$ cat config.mk
export PLATFORM = sky130hd
export DESIGN_NAME = flash_access_arbiter
export DESIGN_NICKNAME = d
export VERILOG_FILES = /design/src/rtl/flash_arb_pkg.sv /design/src/rtl/rr_arb2.sv /design/src/rtl/flash_access_arbiter.sv
export SDC_FILE = /design/constraint.sdc
export NUM_CORES = 1
export LEC_CHECK = 0
export BUFFER_PORTS_ARGS = -buffer_cell sky130_fd_sc_hd__buf_4
export CAP_MARGIN = 20
export CORE_UTILIZATION = 23
export DETAILED_ROUTE_END_ITERATION = 16
export HOLD_SLACK_MARGIN = 0.03
export PLACE_DENSITY_LB_ADDON = 0.15
export SLEW_MARGIN = 20
export SYNTH_ARGS = -nofsm -noshare
export SYNTH_HDL_FRONTEND = slang
export SYNTH_HIERARCHICAL = 1
export SYNTH_SLANG_ARGS = --single-unit
$ cat constraint.sdc
create_clock -name CLK_50MHZ -period 6.9 [get_ports CLK_50MHZ]
set_clock_uncertainty 0.2 [all_clocks]
set_input_delay 0 -clock CLK_50MHZ [delete_from_list [all_inputs] [get_ports CLK_50MHZ]]
set_output_delay 0 -clock CLK_50MHZ [all_outputs]
set_load 0.02 [all_outputs]
$ cat src/rtl/flash_arb_pkg.sv
// Shared definitions for the Flash access arbiter: state encoding,
// direction codes, default timing and the latched transaction layout.
package flash_arb_pkg;

    // Sequencer states (legacy-compatible constant encoding)
    localparam logic [1:0] IDLE  = 2'd0;
    localparam logic [1:0] ISSUE = 2'd1;
    localparam logic [1:0] WAIT  = 2'd2;
    localparam logic [1:0] RESP  = 2'd3;

    // Flash direction codes
    localparam logic FL_DIR_READ  = 1'b0;
    localparam logic FL_DIR_WRITE = 1'b1;

    // 1_000_000 cycles is 20 ms at 50 MHz; the counter must reach TIMEOUT_CYCLES-1
    localparam int DEFAULT_TIMEOUT_CYCLES = 1_000_000;
    localparam int DEFAULT_CNT_W          = 20;

    // One requester's Flash transaction as captured at grant time
    typedef struct packed {
        logic       rw;
        logic [7:0] addr;
        logic [7:0] wdata;
    } flash_txn_t;

endpackage

$ cat src/rtl/rr_arb2.sv
// Two-way round-robin arbiter: combinational winner select plus a
// registered priority pointer that moves past the requester just served.
module rr_arb2 (
    input  logic clk,
    input  logic rst,
    input  logic i_req0,
    input  logic i_req1,
    input  logic i_grant_done,
    input  logic i_granted,
    output logic o_valid,
    output logic o_winner
);

    logic r_ptr;

    assign o_valid = i_req0 | i_req1;

    // Winner: a lone requester always wins; on contention the pointer decides
    always_comb begin
        // NOTE: o_winner gets a value before any branch so no latch is inferred.
        o_winner = i_req1;
        if (i_req0 && i_req1) begin
            o_winner = r_ptr;
        end
    end

    // Pointer favours the requester that was not served by the completed grant
    always_ff @(posedge clk or posedge rst) begin
        // NOTE: sequential state uses non-blocking (<=) so every flop samples pre-edge values.
        if (rst) begin
            r_ptr <= 1'b0;
        end else if (i_grant_done) begin
            r_ptr <= ~i_granted;
        end
    end

endmodule

$ cat src/rtl/flash_access_arbiter.sv
// Shares one Flash byte port between the UART command path (requester 0)
// and the scoreboard display refresh reader (requester 1). One access per
// grant: latch the winner, pulse fl_start, wait for fl_done or a timeout,
// then return data/error to the winner with a one-cycle ack.
module flash_access_arbiter
    import flash_arb_pkg::*;
#(
    parameter int TIMEOUT_CYCLES = DEFAULT_TIMEOUT_CYCLES,
    parameter int CNT_W          = DEFAULT_CNT_W
) (
    input  logic       CLK_50MHZ,
    input  logic       RST,
    input  logic       req0,
    input  logic       rw0,
    input  logic [7:0] addr0,
    input  logic [7:0] wdata0,
    output logic       ack0,
    output logic [7:0] rdata0,
    output logic       err0,
    input  logic       req1,
    input  logic       rw1,
    input  logic [7:0] addr1,
    input  logic [7:0] wdata1,
    output logic       ack1,
    output logic [7:0] rdata1,
    output logic       err1,
    output logic       fl_start,
    output logic       fl_dir,
    output logic [7:0] fl_addr,
    output logic [7:0] fl_wdata,
    input  logic [7:0] fl_rdata,
    input  logic       fl_done,
    output logic       busy
);

    localparam logic [CNT_W-1:0] CNT_LAST = CNT_W'(TIMEOUT_CYCLES - 1);

    logic [1:0]       r_state;
    logic             r_grant;
    flash_txn_t       r_txn;
    logic [CNT_W-1:0] r_cnt;
    logic [7:0]       r_rdata;
    logic             r_err;

    logic             w_req_any;
    logic             w_winner;
    logic             w_active;
    logic             w_resp;
    flash_txn_t       w_txn0;
    flash_txn_t       w_txn1;

    assign w_txn0   = '{rw: rw0, addr: addr0, wdata: wdata0};
    assign w_txn1   = '{rw: rw1, addr: addr1, wdata: wdata1};
    assign w_active = (r_state != IDLE);
    assign w_resp   = (r_state == RESP);

    // Pointer advances when the response is handed back, i.e. once per grant
    rr_arb2 u_rr_arb2 (
        .clk          (CLK_50MHZ),
        .rst          (RST),
        .i_req0       (req0),
        .i_req1       (req1),
        .i_grant_done (w_resp),
        .i_granted    (r_grant),
        .o_valid      (w_req_any),
        .o_winner     (w_winner)
    );

    // Access sequencer: grant/latch in IDLE, start pulse, bounded wait, response
    always_ff @(posedge CLK_50MHZ or posedge RST) begin
        if (RST) begin
            r_state <= IDLE;
            r_grant <= 1'b0;
            r_txn   <= '0;
            r_cnt   <= '0;
            r_rdata <= 8'h00;
            r_err   <= 1'b0;
        end else begin
            case (r_state)
                IDLE: begin
                    if (w_req_any) begin
                        r_grant <= w_winner;
                        r_txn   <= w_winner ? w_txn1 : w_txn0;
                        r_state <= ISSUE;
                    end
                end
                ISSUE: begin
                    // fl_done seen here belongs to no access of ours
                    r_cnt   <= '0;
                    r_state <= WAIT;
                end
                WAIT: begin
                    r_cnt <= r_cnt + 1'b1;
                    if (fl_done) begin
                        // Done wins over a coincident terminal count; writes capture too
                        r_rdata <= fl_rdata;
                        r_err   <= 1'b0;
                        r_state <= RESP;
                    end else if (r_cnt == CNT_LAST) begin
                        r_rdata <= 8'h00;
                        r_err   <= 1'b1;
                        r_state <= RESP;
                    end
                end
                RESP: begin
                    r_state <= IDLE;
                end
                default: begin
                    r_state <= IDLE;
                end
            endcase
        end
    end

    // Flash port is driven from the latch from ISSUE through RESP, zero in IDLE
    assign fl_start = (r_state == ISSUE);
    assign fl_dir   = w_active ? r_txn.rw    : FL_DIR_READ;
    assign fl_addr  = w_active ? r_txn.addr  : 8'h00;
    assign fl_wdata = w_active ? r_txn.wdata : 8'h00;
    assign busy     = w_active;

    // Response goes only to the granted requester; data/error are zero otherwise
    assign ack0   = w_resp & ~r_grant;
    assign ack1   = w_resp &  r_grant;
    assign rdata0 = ack0 ? r_rdata : 8'h00;
    assign rdata1 = ack1 ? r_rdata : 8'h00;
    assign err0   = ack0 & r_err;
    assign err1   = ack1 & r_err;

endmodule
# [Word-level counts from Yosys, hierarchy flattened]
# Index checks and enable logic that the tools add are counted.
# Widths: inputs -> output; s select.
[word_totals] output_inout_bits=39 wordCells=46 inputBits=47 ff_bits=50
[classes] n_reduce_logical=8 muxes=16 add_sub_neg=1 bitwise_logic=6 eq_ne=6
[ops] operator="$mux 8" n=6
[ops] operator="$pmux 20 s2" n=1
[ops] operator="$add 20x1->20 const B" n=1
[ops] operator="$eq 20x20->1 const B" n=1
[ops] operator="$mux 17" n=1
[ops] operator="$pmux 2 s4" n=1
[ops] operator="$mux 2" n=3
[ops] operator="$reduce_and 2->1" n=3
[ops] operator="$reduce_bool 2->1" n=3
[ops] operator="$and 1x1->1" n=4
[ops] operator="$eq 2x2->1 const B" n=2
[ops] operator="$mux 1" n=4
[ops] operator="$ne 3x3->1 const B" n=1
[ops] operator="$eq 2x1->1 const B" n=1
[ops] operator="$logic_not 2->1" n=1
[ops] operator="$ne 2x1->1 const B" n=1
[ops] operator="$logic_and 1x1->1" n=1
[ops] operator="$not 1->1" n=1
[ops] operator="$or 1x1->1" n=1

# [Longest topological paths before layout]
# Gate-level depths: netlist of the first run.
[depth] ltp_word=4 depth_mapped=7 ltp_nobuf=6

# [Hierarchy]
# The synthesis of the first run kept the hierarchy.
[by_module_without_submodules] mod="flash_access_arbiter" area_per_inst_um2=2825.2 cells_per_inst=314 seq_area_each_um2=1226.2 n_inst=1
[by_module_without_submodules] mod="rr_arb2" area_per_inst_um2=55.1 cells_per_inst=7 seq_area_each_um2=25.0 n_inst=1

# [Least setup slack after synthesis of the first run]
# Ideal clock, no wire load.
[synth_timing] kind="reg-to-reg" from="reg r_state[0]" to="reg r_cnt[19]" t_arrival_ps=2072 stages_incl_launch_ff=8 required_ps=6622 period_less_slack_ps=2350 setup_slack_ps=4550 setup_ps=78 path_buffers=1 cell_sequence="dfrtp_1 -> inv_1 -> ha_1 -> nand3_1 -> or4_1 -> buf_2 -> or4_1 -> a21oi_1"
[synth_between] elab_chain_len=2 elab_cells_between_ends=4 cone_classes="eq/ne: 2; mux: 1; reduce/logical: 1"
[synth_lines] item="start, declared" line="flash_access_arbiter.sv:38" source="logic [1:0] r_state;"
[synth_lines] item="start signal, assigned" line="flash_access_arbiter.sv:72" source="r_state <= IDLE;"
[synth_lines] item="start signal, assigned" line="flash_access_arbiter.sv:84" source="r_state <= ISSUE;"
[synth_lines] item="start signal, assigned" line="flash_access_arbiter.sv:90" source="r_state <= WAIT;"
[synth_lines] item="$eq 2x2->1 / $eq 2x1->1 (equally long branches)" line="flash_access_arbiter.sv:79" source="case (r_state)"
[synth_lines] item="$pmux 20 s2 / $reduce_bool 2->1 (equally long branches)"
[synth_lines] item="end signal, assigned" line="flash_access_arbiter.sv:93" source="r_cnt <= r_cnt + 1'b1;"
[synth_lines] item="end, declared" line="flash_access_arbiter.sv:41" source="logic [CNT_W-1:0] r_cnt;"
# Parallel ways exist; a longest one is shown, timed or not.
# A chain may end at the register's enable or synchronous reset.

# [Worst setup path after layout of the first run]
[layout_timing] from="reg r_cnt[11]" to="reg r_rdata[3]"
[layout_between] elab_chain_len=3
[layout_lines] item="$eq 20x20->1" line="flash_access_arbiter.sv:99" source="end else if (r_cnt == CNT_LAST) begin"
[layout_lines] item="$reduce_bool 2->1 (no source line)"
[layout_lines] item="$reduce_and 2->1 (no source line)"
[layout_lines] item="end signal, assigned" line="flash_access_arbiter.sv:96" source="r_rdata <= fl_rdata;"
[layout_lines] item="end, declared" line="flash_access_arbiter.sv:42" source="logic [7:0] r_rdata;"
# Every way passes these cells.

==> results of run 1 <==
-- power by group through the flow --
stage | Combinational, uW | Sequential [uW] | Clock, uW
floorplan | 525 | 422 | 0
global placement | 788 | 440 | 0
detailed placement | 793 | 444 | 0
CTS | 862 | 439 | 270
global route | 939 | 452 | 280
finish | 851 | 437 | 258
-- per-stage QoR --
stage	setup slack [ns]	hold slack (ns)	util	power, uW	area (um2)
final	3.98	0.0529	0.361	1550	4380
after detailed placement	3.97	-0.339	0.305	1240	3690
after global placement	4.00	-0.342	0.303	1230	3670
after CTS	3.96	0.0399	0.361	1570	4380
after global routing	3.83	0.126	0.361	1670	4380
after floorplan	4.55	-0.471	-	947	2880
-- kinds of logic after synthesis --
group                      Yosys count  synth area share
buffers and inverters               29            0.0382
and+or+nand+nor                    145             0.287
DFF                                 50             0.434
AOI/OAI and AO/OA                   69             0.140
xor gates and xnor gates             4            0.0122
muxes                               19            0.0665
adders and majority gates            5            0.0217
-- synthesized netlist by cell type (all sizes together) --
cell type  instances  area [um2]
dfrtp             50        1250
a21oi             35         175
nor2              30         113
nor2b             27         169
nand2             20        75.1
clkbuf            18        67.6
mux2i             18         180
o21ai             14        70.1
and2              13        81.3
nand2b            11        68.8
and3              10        62.6
inv                9        33.8
nand3              6        42.5
nor4               6        58.8
ha                 5        62.6
nor3               5        25.0
a21o               4        31.3
a31o               4        35.0
nand4              4        31.3
or4                4        30.0
a31oi              3        18.8
xnor2              3        26.3
buf                2        8.75
o31ai              2        15.0
or2                2        12.5
or3                2        13.8
a211o              1        8.76
a21boi             1        7.51
a22o               1        8.76
a41o               1        10.0
and4               1        8.76
mux2               1        11.3
nand3b             1        7.51
nor4b              1        8.76
o211ai             1        7.51
o221ai             1        8.76
o22ai              1        6.26
or2b               1        7.51
or4bb              1        11.3
xor2               1        8.76
-- metal layers --
| layer | track usage | vias to the layer above | wire length [um] |
|---|---|---|---|
| met1 | 0.152 | 1250 | 3470 |
| met3 | 0.0234 | 7 | 278 |
| met4 | 0.0364 | 0 | 98 |
| li1 | - | 1365 | - |
| met5 | 0 | - | 0 |
| met2 | 0.207 | 43 | 3790 |
-- worst min-delay path, cell delays in order --
cell and delay (ns):
buf_4 0.08, or2_1 0.13, nand2b_1 0.16, o221ai_1 0.12
-- path summary, 6_finish.rpt --
check	endpoint	start	slack (ns)	cells after the start
max	r_rdata[3]	r_cnt[11]	3.98	5
min	r_state[1]	req1	0.05	4
max reg2reg	r_rdata[3]	r_cnt[11]	3.98	5
min reg2reg	r_txn[2]	r_txn[2]	0.32	2
max in group asynchronous	r_cnt[14]	RST	5.92	4
min in group asynchronous	r_rdata[3]	RST	0.08	3
-- layout make-up --
type	count	area (um2)	area share
Tap cell	168	210	0.0480
Clock buffer	5	125	0.0286
Multi-Input combinational cell	242	1520	0.348
Timing Repair Buffer	141	1200	0.275
Clock inverter	3	28.8	0.00658
Sequential cell	50	1250	0.286
Inverter	9	33.8	0.00772
-- sequential cells by signal, summed over array words and instances, names as in the netlist --
signal           flops
u_rr_arb2/r_ptr      1
r_cnt               20
r_err                1
r_grant              1
r_rdata              8
r_state              2
r_txn               17
-- what timing repair did --
action | 4_1_cts | 5_1_grt
hold buffers | 53 | 0
endpoints found under the hold margin | 77 | 0
setup endpoints to repair | 0 | 0
==> flow_summary.toml, run 1 <==
[run_status]
status = "completed"

[power_and_ir_drop]
irDropWorstVdd_mv = 0.129
intPower_uw = 893
p_leak_uw = 0.00200
clkPwrFrac = 0.167
seq_power_share = 0.283
power_density_mw_per_mm2 = 353
switching_power_uw = 654
p_sw_frac = 0.423
comb_power_share = 0.550

[yosys]
yosysSeqAreaShare = 0.434
ys_types = 48
ys_ff_latch = 50
synth_warnings = 6
synthesis.area_mm2 = 0.00288
synth.avg_cell_area_um2 = 8.97
syn-num-nets = 373
syn_inst = 321

[clock_tree]
clk_latency_ns = 0.29
cts_tree = "built"
clk_path_buf_depth = 2
cts-buffers-inserted = 5
clk_pin_slew_ns = 0.07
cts.sinks = 50
cts_setup_buffers = 0
cts_resized = 0
htreeDepth = 2
clockRootBuffer = "clkbuf_16"

[sta]
fmax_ghz = 0.343
min_period_over_period = 0.423
setup_tns_ns = 0
tightest_slew_ns = 0.808
slew_headroom = 0.460
final_max_slew_viol_count = 0
rsz0062_at_grt = "no"
setup_viol = 0
fin_crit_ns = 2.92
hold_viol_final = 0

[setup_path]
setup.worst_path.start_class = "register"
required_ns = 6.87
crit_family = "simple AND/OR/NAND/NOR gates"
slowest_stage = "dlygate4sd3_1"
critPathBufInv = 1
end_kind = "register"
path_class = "register to register"
slowest_delay_ns = 0.59
path_max_fanout = 8
arrival_ns = 2.89
crit_chain = "or4_1 > or2_2 > nor4_4 > o21ai_0 > dlygate4sd3_1"

[floorplan]
core_mm2 = 0.0121
dieWidth_um = 114
rows = 40
dieArea_mm2 = 0.0130
pin_count = 86
start_util = 0.238
dieHeight_um = 114

[cells_and_area]
final_nets = 501
final_cells = 618
mostFrequentLayoutCells = "buf_4, dlygate4sd3_1, dfrtp_1"
drive_gt1_frac = 0.247
num_antenna_cells = 0
layout_commonest_cell = "buf_4"
fillerInstances = 1227
syn_to_final_growth_pct = 52.0

[global_route]
antenna_found_initial = 0
grt_overflow = 0
grt_pass1_vias = 2595
grt_max_degree = 36
grt_pass1_wl_um = 12500
grt_util_all_layers = 0.120

[drt]
vias = 2665
drtIter0Drc = 110
wl_per_cell_um = 12.4
drc_errors = 0
ant_nets = 0
routed_wl_um = 7640
via_per_inst = 4.31
first_pass_iters = 4

[placement]
portBuffers = 85
dp.cells = 557
post-dp-hpwl_um = 5370
gp_congestion = 0.732

[hold_path]
hold_class = "input pin to register"

[run]
cap_violations = 0
(Power assumes the default switching activity.)
==> run 2: changes to the inputs <==
Clock period 6.9 ns to 2.8 ns, I/O delays scaled along.
==> flow_summary.toml, run 2 (same netlist as run 1, synthesis figures left out) <==
[run_status]
status = "completed"

[floorplan]
rows = 40
start_util = 0.238
core_mm2 = 0.0121
pin_count = 86
dieArea_mm2 = 0.0130
dieWidth_um = 114
dieHeight_um = 114

[sta]
setup_viol = 0
holdWs_ns = 0.0459
fin_crit_ns = 2.51
min_period_over_period = 0.896
fmax_ghz = 0.399
setup_tns_ns = 0
final_max_slew_viol_count = 0
slew_headroom = 0.551
setup_slack_ns = 0.292
tightest_slew_ns = 0.667
hold_viol_final = 0
rsz0062_at_grt = "no"

[setup_path]
setup.worst_path.start_class = "register"
end_kind = "register"
crit_family = "simple AND/OR/NAND/NOR gates"
required_ns = 2.81
critPathBufInv = 1
slowest_stage = "or4_1"
path_class = "register to register"
crit_chain = "inv_1 > ha_1 > nand3_1 > or4_1 > or3_2 > a21oi_1"
slowest_delay_ns = 0.65
arrival_ns = 2.51
path_max_fanout = 9

[cells_and_area]
largest_register_ffs = 20
final_nets = 502
layout_commonest_cell = "buf_4"
largest_register = "r_cnt"
mostFrequentLayoutCells = "buf_4, dfrtp_1, dlygate4sd3_1"
final_cells = 619
fillerInstances = 1259
num_antenna_cells = 0
drive_gt1_frac = 0.259
syn_to_final_growth_pct = 51.5
top_regs = "r_cnt x20, r_txn x17, r_rdata x8"

[power_and_ir_drop]
irDropWorstVdd_mv = 0.279
switching_power_uw = 1590
p_sw_frac = 0.416
clkPwrFrac = 0.171
p_leak_uw = 0.00202
intPower_uw = 2230
power_density_mw_per_mm2 = 874
seq_power_share = 0.283
power_uw = 3810
comb_power_share = 0.546

[clock_tree]
cts-buffers-inserted = 5
cts_setup_buffers = 0
clk_path_buf_depth = 2
clockRootBuffer = "clkbuf_16"
htreeDepth = 2
clk_latency_ns = 0.29
cts_tree = "built"
cts.sinks = 50
clk_pin_slew_ns = 0.07

[placement]
portBuffers = 85
post-dp-hpwl_um = 5450
gp_congestion = 0.729
dp.cells = 564
pre_cts_ws_ns = 0.299

[drt]
first_pass_iters = 4
wl_per_cell_um = 12.7
routed_wl_um = 7860
via_per_inst = 4.37
drc_errors = 0
vias = 2708
drtIter0Drc = 102
ant_nets = 0

[global_route]
grt_pass1_vias = 2642
grt_max_degree = 30
grt_pass1_wl_um = 13000
grt_overflow = 0
grt_util_all_layers = 0.124
antenna_found_initial = 0

[run]
cap_violations = 0

[hold_path]
hold_class = "input pin to register"
run 2: cell types whose count changed in the layout (fill, tap and decap cells not counted), sizes merged:
cell	delta
buf	+7
dlygate4sd3	-6
clkbuf	+2
inv	-2
run 2: final timing paths:
check	from	cells past startpoint	to	slack, ns
max	r_state[0]	6	r_cnt[13]	0.29
min	req0	4	r_state[1]	0.05
max reg2reg	r_state[0]	6	r_cnt[13]	0.29
min reg2reg	r_txn[0]	2	r_txn[0]	0.32
max in group asynchronous	RST	4	r_cnt[8]	1.53
min in group asynchronous	RST	3	r_txn[12]	0.09
run 2: routing by layer:
metal / wire length (um) / GRT usage / up-vias
met3: 284 / 0.0213 / 5
met4: 70 / 0.0364 / 0
met2: 3850 / 0.211 / 50
met5: 0 / 0 / -
met1: 3660 / 0.162 / 1277
li1: - / - / 1376
run 2: worst reg2reg max path, delay by kind of cell, from the launching register on:
kind,cells,cell delay (ns)
AOI/OAI and AO/OA,1,0.15
adders and majority gates,1,0.31
buffers and inverters,1,0.09
DFF,1,0.40
and+or+nand+nor,3,1.27
run 2: power groups by stage:
stage / clock (uW) / combinational, uW / sequential [uW]
after floorplan: 0 / 1290 / 1040
after global placement: 0 / 2020 / 1080
after detailed placement: 0 / 2020 / 1090
after CTS: 690 / 2110 / 1080
after global routing: 708 / 2310 / 1110
final: 654 / 2080 / 1080
run 2: timing repair:
item / 4_1_cts / 5_1_grt
gates resized for setup: 0 / 0
endpoints found under the hold margin: 49 / 0
hold buffers: 47 / 0
run 2: cell type report:
cell class | count | area [um2] | share of cell area
clock inverters | 1 | 8.76 | 0.00201
flip-flops and latches | 50 | 1250 | 0.287
multi-input cells | 242 | 1520 | 0.349
inverters | 9 | 33.8 | 0.00774
clock buffers | 7 | 153 | 0.0350
well taps | 168 | 210 | 0.0482
repair buffers | 142 | 1180 | 0.271
run 2: per-stage QoR:
step | util | area (um2)
floorplan | - | 2880
global placement | 0.308 | 3730
detailed placement | 0.308 | 3730
CTS | 0.360 | 4360
global route | 0.360 | 4360
finish | 0.360 | 4360
==> run 3: changes to the inputs <==
Settings changed: PLACE_DENSITY from default to 0.46, PLACE_DENSITY_LB_ADDON 0.15 to default.
==> flow_summary.toml, run 3 (same netlist as run 1, synthesis figures left out) <==
[run_status]
status = "completed"

[sta]
hold_viol_final = 0
final_max_slew_viol_count = 0
setup_viol = 0
fin_crit_ns = 2.49
fmax_ghz = 0.401
min_period_over_period = 0.891
tightest_slew_ns = 0.712
setup_tns_ns = 0
slew_headroom = 0.521
rsz0062_at_grt = "no"

[floorplan]
rows = 40
dieWidth_um = 114
dieArea_mm2 = 0.0130
dieHeight_um = 114
start_util = 0.238
pin_count = 86
core_mm2 = 0.0121

[cells_and_area]
mostFrequentLayoutCells = "buf_4, dfrtp_1, dlygate4sd3_1"
syn_to_final_growth_pct = 49.7
drive_gt1_frac = 0.256
largest_register_ffs = 20
top_regs = "r_cnt x20, r_txn x17, r_rdata x8"
largest_register = "r_cnt"
layout_commonest_cell = "buf_4"
final_nets = 497
num_antenna_cells = 0
fin_area_mm2 = 0.00431

[global_route]
grt_pass1_wl_um = 12400
grt_max_degree = 50
antenna_found_initial = 0
grt_overflow = 0
grt_pass1_vias = 2593
grt_util_all_layers = 0.117

[drt]
first_pass_iters = 4
ant_nets = 0
wl_per_cell_um = 12.3
drtIter0Drc = 104
vias = 2684
routed_wl_um = 7540
drc_errors = 0
via_per_inst = 4.37

[placement]
gp_congestion = 0.724
post_dp_cell_area_mm2 = 0.00371
portBuffers = 85
post-dp-hpwl_um = 5180

[setup_path]
arrival_ns = 2.52
setup.worst_path.start_class = "register"
slowest_stage = "or4_1"
crit_path_frequent_cell = "or4_1"
crit_chain = "inv_1 > ha_1 > nand3_1 > or4_1 > or4_1 > a21oi_1"
path_max_fanout = 9
end_kind = "register"
reg2reg_depth = 6
r2r_slack_ns = 0.31
r2r-end = "r_cnt[19]"
path_class = "register to register"
slowest_delay_ns = 0.64
cp-endpoint = "r_cnt[19]"
setup.worst_path.start = "r_state[0]"
required_ns = 2.82
r2r-start = "r_state[0]"

[clock_tree]
cts_resized = 0
cts_hold_buf = 45
clk_path_buf_depth = 2
cts_setup_buffers = 0
htreeDepth = 2
clockRootBuffer = "clkbuf_16"
cts-buffers-inserted = 5
cts_tree = "built"
cts.sinks = 50
clk_latency_ns = 0.29
clk_pin_slew_ns = 0.07

[run]
cap_violations = 0

[hold_path]
hold_class = "input pin to register"

[power_and_ir_drop]
irDropWorstVdd_mv = 0.279
power_uw = 3760
power_density_mw_per_mm2 = 871
p_leak_uw = 0.00199
==> run 3: changes by cell type in the layout (fill, tap and decap cells not counted) <==
cell	previous run	this run
buf_4	95	92
clkbuf_8	2	0
dlygate4sd3_1	47	45
inv_6	0	2
inv_2	1	0
inv_4	0	1
==> run 3: power breakdown <==
part / internal, uW / leakage (uW) / switching, uW
Clock: 340 / 0.0000748 / 288
Combinational: 888 / 0.00131 / 1160
Sequential: 933 / 0.000610 / 146
Total: 2160 / 0.00199 / 1600
==> run 3: worst min path at each step <==
stage | start | endpoint | slack (ns) | cells past startpoint
finish | req1 | r_state[1] | 0.02 | 4
global route | req1 | r_state[1] | 0.06 | 4
CTS | req1 | r_state[1] | 0.04 | 4
detailed placement | RST | u_rr_arb2/r_ptr | -0.33 | 2
global placement | RST | u_rr_arb2/r_ptr | -0.34 | 2
floorplan | RST | u_rr_arb2/r_ptr | -0.47 | 1
==> run 3: final cells by class <==
type | count | area, um2
Fill cell | 1273 | 7800
Multi-Input combinational cell | 242 | 1520
Sequential cell | 50 | 1250
Timing Repair Buffer | 137 | 1140
Tap cell | 168 | 210
Clock buffer | 5 | 125
Inverter | 9 | 36.3
Clock inverter | 3 | 26.3
==> run 3: worst max-delay path: cells and delay by family, from the launching register on <==
kind / cells / cell delay (ns)
AOI/OAI and AO/OA: 1 / 0.15
DFF: 1 / 0.39
and+or+nand+nor: 3 / 1.27
adders and majority gates: 1 / 0.32
buffers and inverters: 1 / 0.09
==> run 3: layer usage <==
layer	vias to the layer above	track usage	routed length (um)
li1	1362	-	-
met1	1266	0.150	3590
met2	50	0.204	3610
met3	6	0.0207	270
met4	0	0.0286	70
met5	-	0	0
==> run 3: metrics by stage <==
stage,std cells,util,hold slack (ns),setup WS (ns)
3_3_place_gp,561,0.306,-0.339,0.355
5_1_grt,614,0.356,0.0611,0.183
4_1_cts,614,0.356,0.0376,0.301
2_1_floorplan,321,-,-0.471,0.450
6_report,614,0.356,0.0214,0.305
3_5_place_dp,561,0.306,-0.332,0.310
